**src/rtl/icache_rsp_router.sv**
```systemverilog
// Return path for the icache miss arbiter: records each issued grant in an in-order
// ID FIFO, steers refill beats back to the owner, and throttles issue when full.
module icache_rsp_router #(
  parameter int WIDTH  = 4,
  parameter int DEPTH  = 4,
  parameter int DATA_W = 64
) (
  input  logic                       clk,
  input  logic                       rst,
  input  logic                       iss_vld,
  input  logic [WIDTH-1:0]           iss_grant,
  output logic                       iss_allow,
  input  logic                       dn_rsp_vld,
  input  logic                       dn_rsp_last,
  input  logic [DATA_W-1:0]          dn_rsp_data,
  output logic                       dn_rsp_rdy,
  output logic [WIDTH-1:0]           up_rsp_vld,
  output logic                       up_rsp_last,
  output logic [DATA_W-1:0]          up_rsp_data,
  input  logic [WIDTH-1:0]           up_rsp_rdy,
  output logic [$clog2(DEPTH+1)-1:0] outstanding,
  output logic                       err_overflow,
  output logic                       err_grant
);

  localparam int IDX_W = (WIDTH > 1) ? $clog2(WIDTH) : 1;
  localparam int PTR_W = $clog2(DEPTH);
  localparam int CNT_W = $clog2(DEPTH + 1);

  logic [IDX_W-1:0] fifo_mem [DEPTH];
  logic [PTR_W-1:0] rd_ptr, wr_ptr;
  logic [CNT_W-1:0] count;
  logic [IDX_W-1:0] grant_idx, head_idx;
  logic             full, empty, onehot, push, pop;

  function automatic logic [PTR_W-1:0] ptr_inc(input logic [PTR_W-1:0] p);
    return (p == PTR_W'(DEPTH - 1)) ? '0 : p + PTR_W'(1);
  endfunction

  assign full   = (count == CNT_W'(DEPTH));
  assign empty  = (count == '0);
  assign onehot = (iss_grant != '0) && ((iss_grant & (iss_grant - WIDTH'(1))) == '0);

  always_comb begin
    grant_idx = '0;
    for (int i = 0; i < WIDTH; i++)
      if (iss_grant[i]) grant_idx = i[IDX_W-1:0];
  end

  // Bad or rejected grants never enter the FIFO; they only raise sticky flags.
  assign push = iss_vld & ~full & onehot;
  assign pop  = dn_rsp_vld & dn_rsp_rdy & dn_rsp_last;

  assign head_idx   = fifo_mem[rd_ptr];
  assign dn_rsp_rdy = ~empty & up_rsp_rdy[head_idx];

  for (genvar g = 0; g < WIDTH; g++) begin : g_lane
    assign up_rsp_vld[g] = dn_rsp_vld & ~empty & (head_idx == IDX_W'(g));
  end

  assign up_rsp_last = dn_rsp_last;
  assign up_rsp_data = dn_rsp_data;
  assign iss_allow   = ~full;
  assign outstanding = count;

  always_ff @(posedge clk) begin
    if (push) fifo_mem[wr_ptr] <= grant_idx;
  end

  always_ff @(posedge clk) begin
    if (rst) begin
      rd_ptr       <= '0;
      wr_ptr       <= '0;
      count        <= '0;
      err_overflow <= 1'b0;
      err_grant    <= 1'b0;
    end else begin
      if (push) wr_ptr <= ptr_inc(wr_ptr);
      if (pop)  rd_ptr <= ptr_inc(rd_ptr);
      unique case ({push, pop})
        2'b10:   count <= count + CNT_W'(1);
        2'b01:   count <= count - CNT_W'(1);
        default: ;
      endcase
      if (iss_vld & full)    err_overflow <= 1'b1;
      if (iss_vld & ~onehot) err_grant    <= 1'b1;
    end
  end

endmodule

```
**config.mk**
```make
export PLATFORM = sky130hd
export DESIGN_NAME = icache_rsp_router
export DESIGN_NICKNAME = d
export VERILOG_FILES = /design/src/rtl/icache_rsp_router.sv
export SDC_FILE = /design/constraint.sdc
export NUM_CORES = 1
export LEC_CHECK = 0
export BUFFER_PORTS_ARGS = -buffer_cell sky130_fd_sc_hd__clkbuf_2
export CORE_MARGIN = 5
export CORE_UTILIZATION = 38
export CTS_BUF_LIST = sky130_fd_sc_hd__clkbuf_8 sky130_fd_sc_hd__clkbuf_16
export DETAILED_ROUTE_END_ITERATION = 16
export PLACE_DENSITY_LB_ADDON = 0.3
export SYNTH_ARGS = -nofsm -noshare
export SYNTH_HDL_FRONTEND = slang
export SYNTH_SLANG_ARGS = --single-unit
```
**constraint.sdc**
```tcl
create_clock -name clk -period 8.55 [get_ports clk]
set_input_delay 0.4275 -clock clk [delete_from_list [all_inputs] [get_ports clk]]
set_output_delay 0.4275 -clock clk [all_outputs]
set_load 0.02 [all_outputs]
```
==> flow_metrics.env <==
export IMPL_ys_ff_latch=19
export IMPL_drive_above_1_share=0.284
export IMPL_grt_max_degree=12
export IMPL_r2r_slack_ns=5.63
export IMPL_syn2layout_area_growth_pct=-18.6
export IMPL_rows=22
export IMPL_via_per_inst=4.79
export IMPL_worst_slew_pin_slew_ns=0.341
export IMPL_antenna_found_initial=0
export IMPL_post_cts_resized=0
export IMPL_required_ns=8.73
export IMPL_post_route_drc_count=0
export IMPL_relSlewSlack=0.771
export IMPL_n_antenna_cell=0
export IMPL_synth_edff_count=8
export IMPL_synth_top_area_frac=0.339
export IMPL_routabilityCongestion=0.727
export IMPL_synth_most_common_cell="buf_4"
export IMPL_ctsHoldBuffers=0
export IMPL_vias=786
export IMPL_min_period_over_period=0.341
export IMPL_die_x_um=71.6
export IMPL_netlist_area_mm2=0.00144
export IMPL_drtIter0Drc=8
export IMPL_ys_async_sr_fraction=0
export IMPL_drv_cap=0
export IMPL_grt_pass1_wl_um=3710
export IMPL_yosysWarnings=0
export IMPL_setup_tns_ns=0
export IMPL_hold_viol=0
export IMPL_vdd_ir_drop_worst_mv=0.0664
export IMPL_clk_latency_ns=0.25
export IMPL_reg2reg_depth=10
export IMPL_path_max_fanout=5
export IMPL_die_area_mm2=0.00512
export IMPL_initial_core_util=0.393
export IMPL_portBuffers=24
export IMPL_cts_tree="yes"
export IMPL_synth_cells=154
export IMPL_cts_buffer_depth=2
export IMPL_routed_wl_um=2440
export IMPL_ys_types=29
export IMPL_power_leakage_nw=0.483
export IMPL_fin_crit_ns=2.92
export IMPL_maxSlewViolCount=0
export IMPL_htreeDepth=1
export IMPL_postSynthNetCount=238
export IMPL_grt_usage=0.0920
export IMPL_min_path_type="in2reg"
export IMPL_ios=153
export IMPL_path_clk_slew_ns=0.06
export IMPL_crit_type="reg2reg"
export IMPL_yosysSeqAreaShare=0.320
export IMPL_synth_area_leaders="buf_4 34%, edfxtp_1 17%, dfxtp_1 15%"
export IMPL_worst_setup_path_start_kind="flop"
export IMPL_fin_skew_ns=0.000681
export IMPL_final_setup_viol_count=0
export IMPL_synth_main_ff_cell="dfxtp_1"
export IMPL_ant_nets=0
export IMPL_status="finished, final reports clean"
export IMPL_cp_end_kind="flop"
export IMPL_max_freq_mhz=343
export IMPL_power_density_mw_per_mm2=155
export IMPL_rsz0062_at_grt="false"
export IMPL_clkSinkCount=19
export IMPL_r2r_end="outstanding[2]"
export IMPL_synthTopCellsByCount="65 x buf_4, 12 x nor2_1, 11 x dfxtp_1"
export IMPL_hpwl_um=2060
export IMPL_wl_per_cell_um=14.9
export IMPL_avgSynthCellArea_um2=9.35
export IMPL_post_cts_buffers=0
export IMPL_worstPathArrival_ns=3.10
export IMPL_dr_pass1_iters=4
export IMPL_nNetsFinal=201
export IMPL_coreArea_mm2=0.00366
export IMPL_die_h_um=71.6
export IMPL_synth_area_leader_cell="buf_4"
export IMPL_cts_buffers=3
export IMPL_root_buffer="clkbuf_8"
export IMPL_crit_end="outstanding[2]"
export IMPL_grt_pass1_vias=763
export IMPL_power_total_uw=181
export IMPL_grt_ovfl_total=0
## through the flow
stage               cell area [um^2]  instances  hold slack (ns)   util  setup WS (ns)
floorplan                       1440        154            0.467      -           5.83
CTS                             1170        164            0.458  0.320           5.60
global placement                1130        160            0.456  0.308           5.73
detailed placement              1130        160            0.484  0.308           5.64
global route                    1170        164            0.518  0.320           5.43
finish                          1170        164            0.466  0.320           5.63
## worst min-delay path by stage
stage                  from            to  slack, ns  depth (start not counted)
6_report            iss_vld     err_grant       0.47                          3
5_1_grt             iss_vld     err_grant       0.52                          3
3_3_place_gp      err_grant     err_grant       0.46                          2
4_1_cts             iss_vld     err_grant       0.46                          3
3_5_place_dp   err_overflow  err_overflow       0.48                          2
2_1_floorplan     rd_ptr[1]          flop       0.47                          2
## placed cells by master (no fill, tap or decap), drive strengths merged, types with 4 or more instances in the layout
| cell | instances |
|---|---|
| a21oi | 4 |
| and2 | 4 |
| clkbuf | 27 |
| dfxtp | 11 |
| edfxtp | 8 |
| ha | 6 |
| inv | 10 |
| mux2i | 4 |
| nand2 | 4 |
| nor2 | 12 |
## critical path, cell delays in order (launching register included)
cell,delay (ns)
dfxtp_1,0.37
mux4_2,0.58
mux2i_1,0.15
mux2_4,0.28
nor2_1,0.20
ha_1,0.23
inv_1,0.06
fa_1,0.38
xor2_1,0.16
or3_1,0.30
a21oi_1,0.14
## cell type report
| type | count | area, um^2 |
|---|---|---|
| fill | 380 | 2490 |
| tap | 48 | 60.1 |
| clock buffer | 3 | 41.3 |
| sequential | 19 | 460 |
| timing repair buffer | 24 | 120 |
| multi-input combinational | 60 | 453 |
| inverter | 9 | 33.8 |
| clock inverter | 1 | 3.75 |
## where the power goes
group / internal [mW] / total [mW] / switching, mW / leakage, nW
Sequential: 0.0970 / 0.0990 / 0.00206 / 0.160
Clock: 0.0318 / 0.0582 / 0.0264 / 0.0269
Combinational: 0.00991 / 0.0239 / 0.0140 / 0.296
## metal layers
metal	routed length, um	global-route usage	share of wire
met1	957	0.105	0.39
met3	391	0.0603	0.16
met2	968	0.123	0.40
met5	0	0	0
met4	121	0.0626	0.050
## cells by family (layout without fill, tap and decap cells)
family / Yosys count / in the layout / share of synthesized area
muxes: 7 / 7 / 0.0695
xor gates and xnor gates: 3 / 3 / 0.0182
adders and majority gates: 7 / 7 / 0.0660
buffers and inverters: 75 / 37 / 0.366
AOI/OAI and AO/OA: 12 / 12 / 0.0530
DFF: 19 / 19 / 0.320
and+or+nand+nor: 31 / 31 / 0.108
Power figures use the tool's default switching activity.
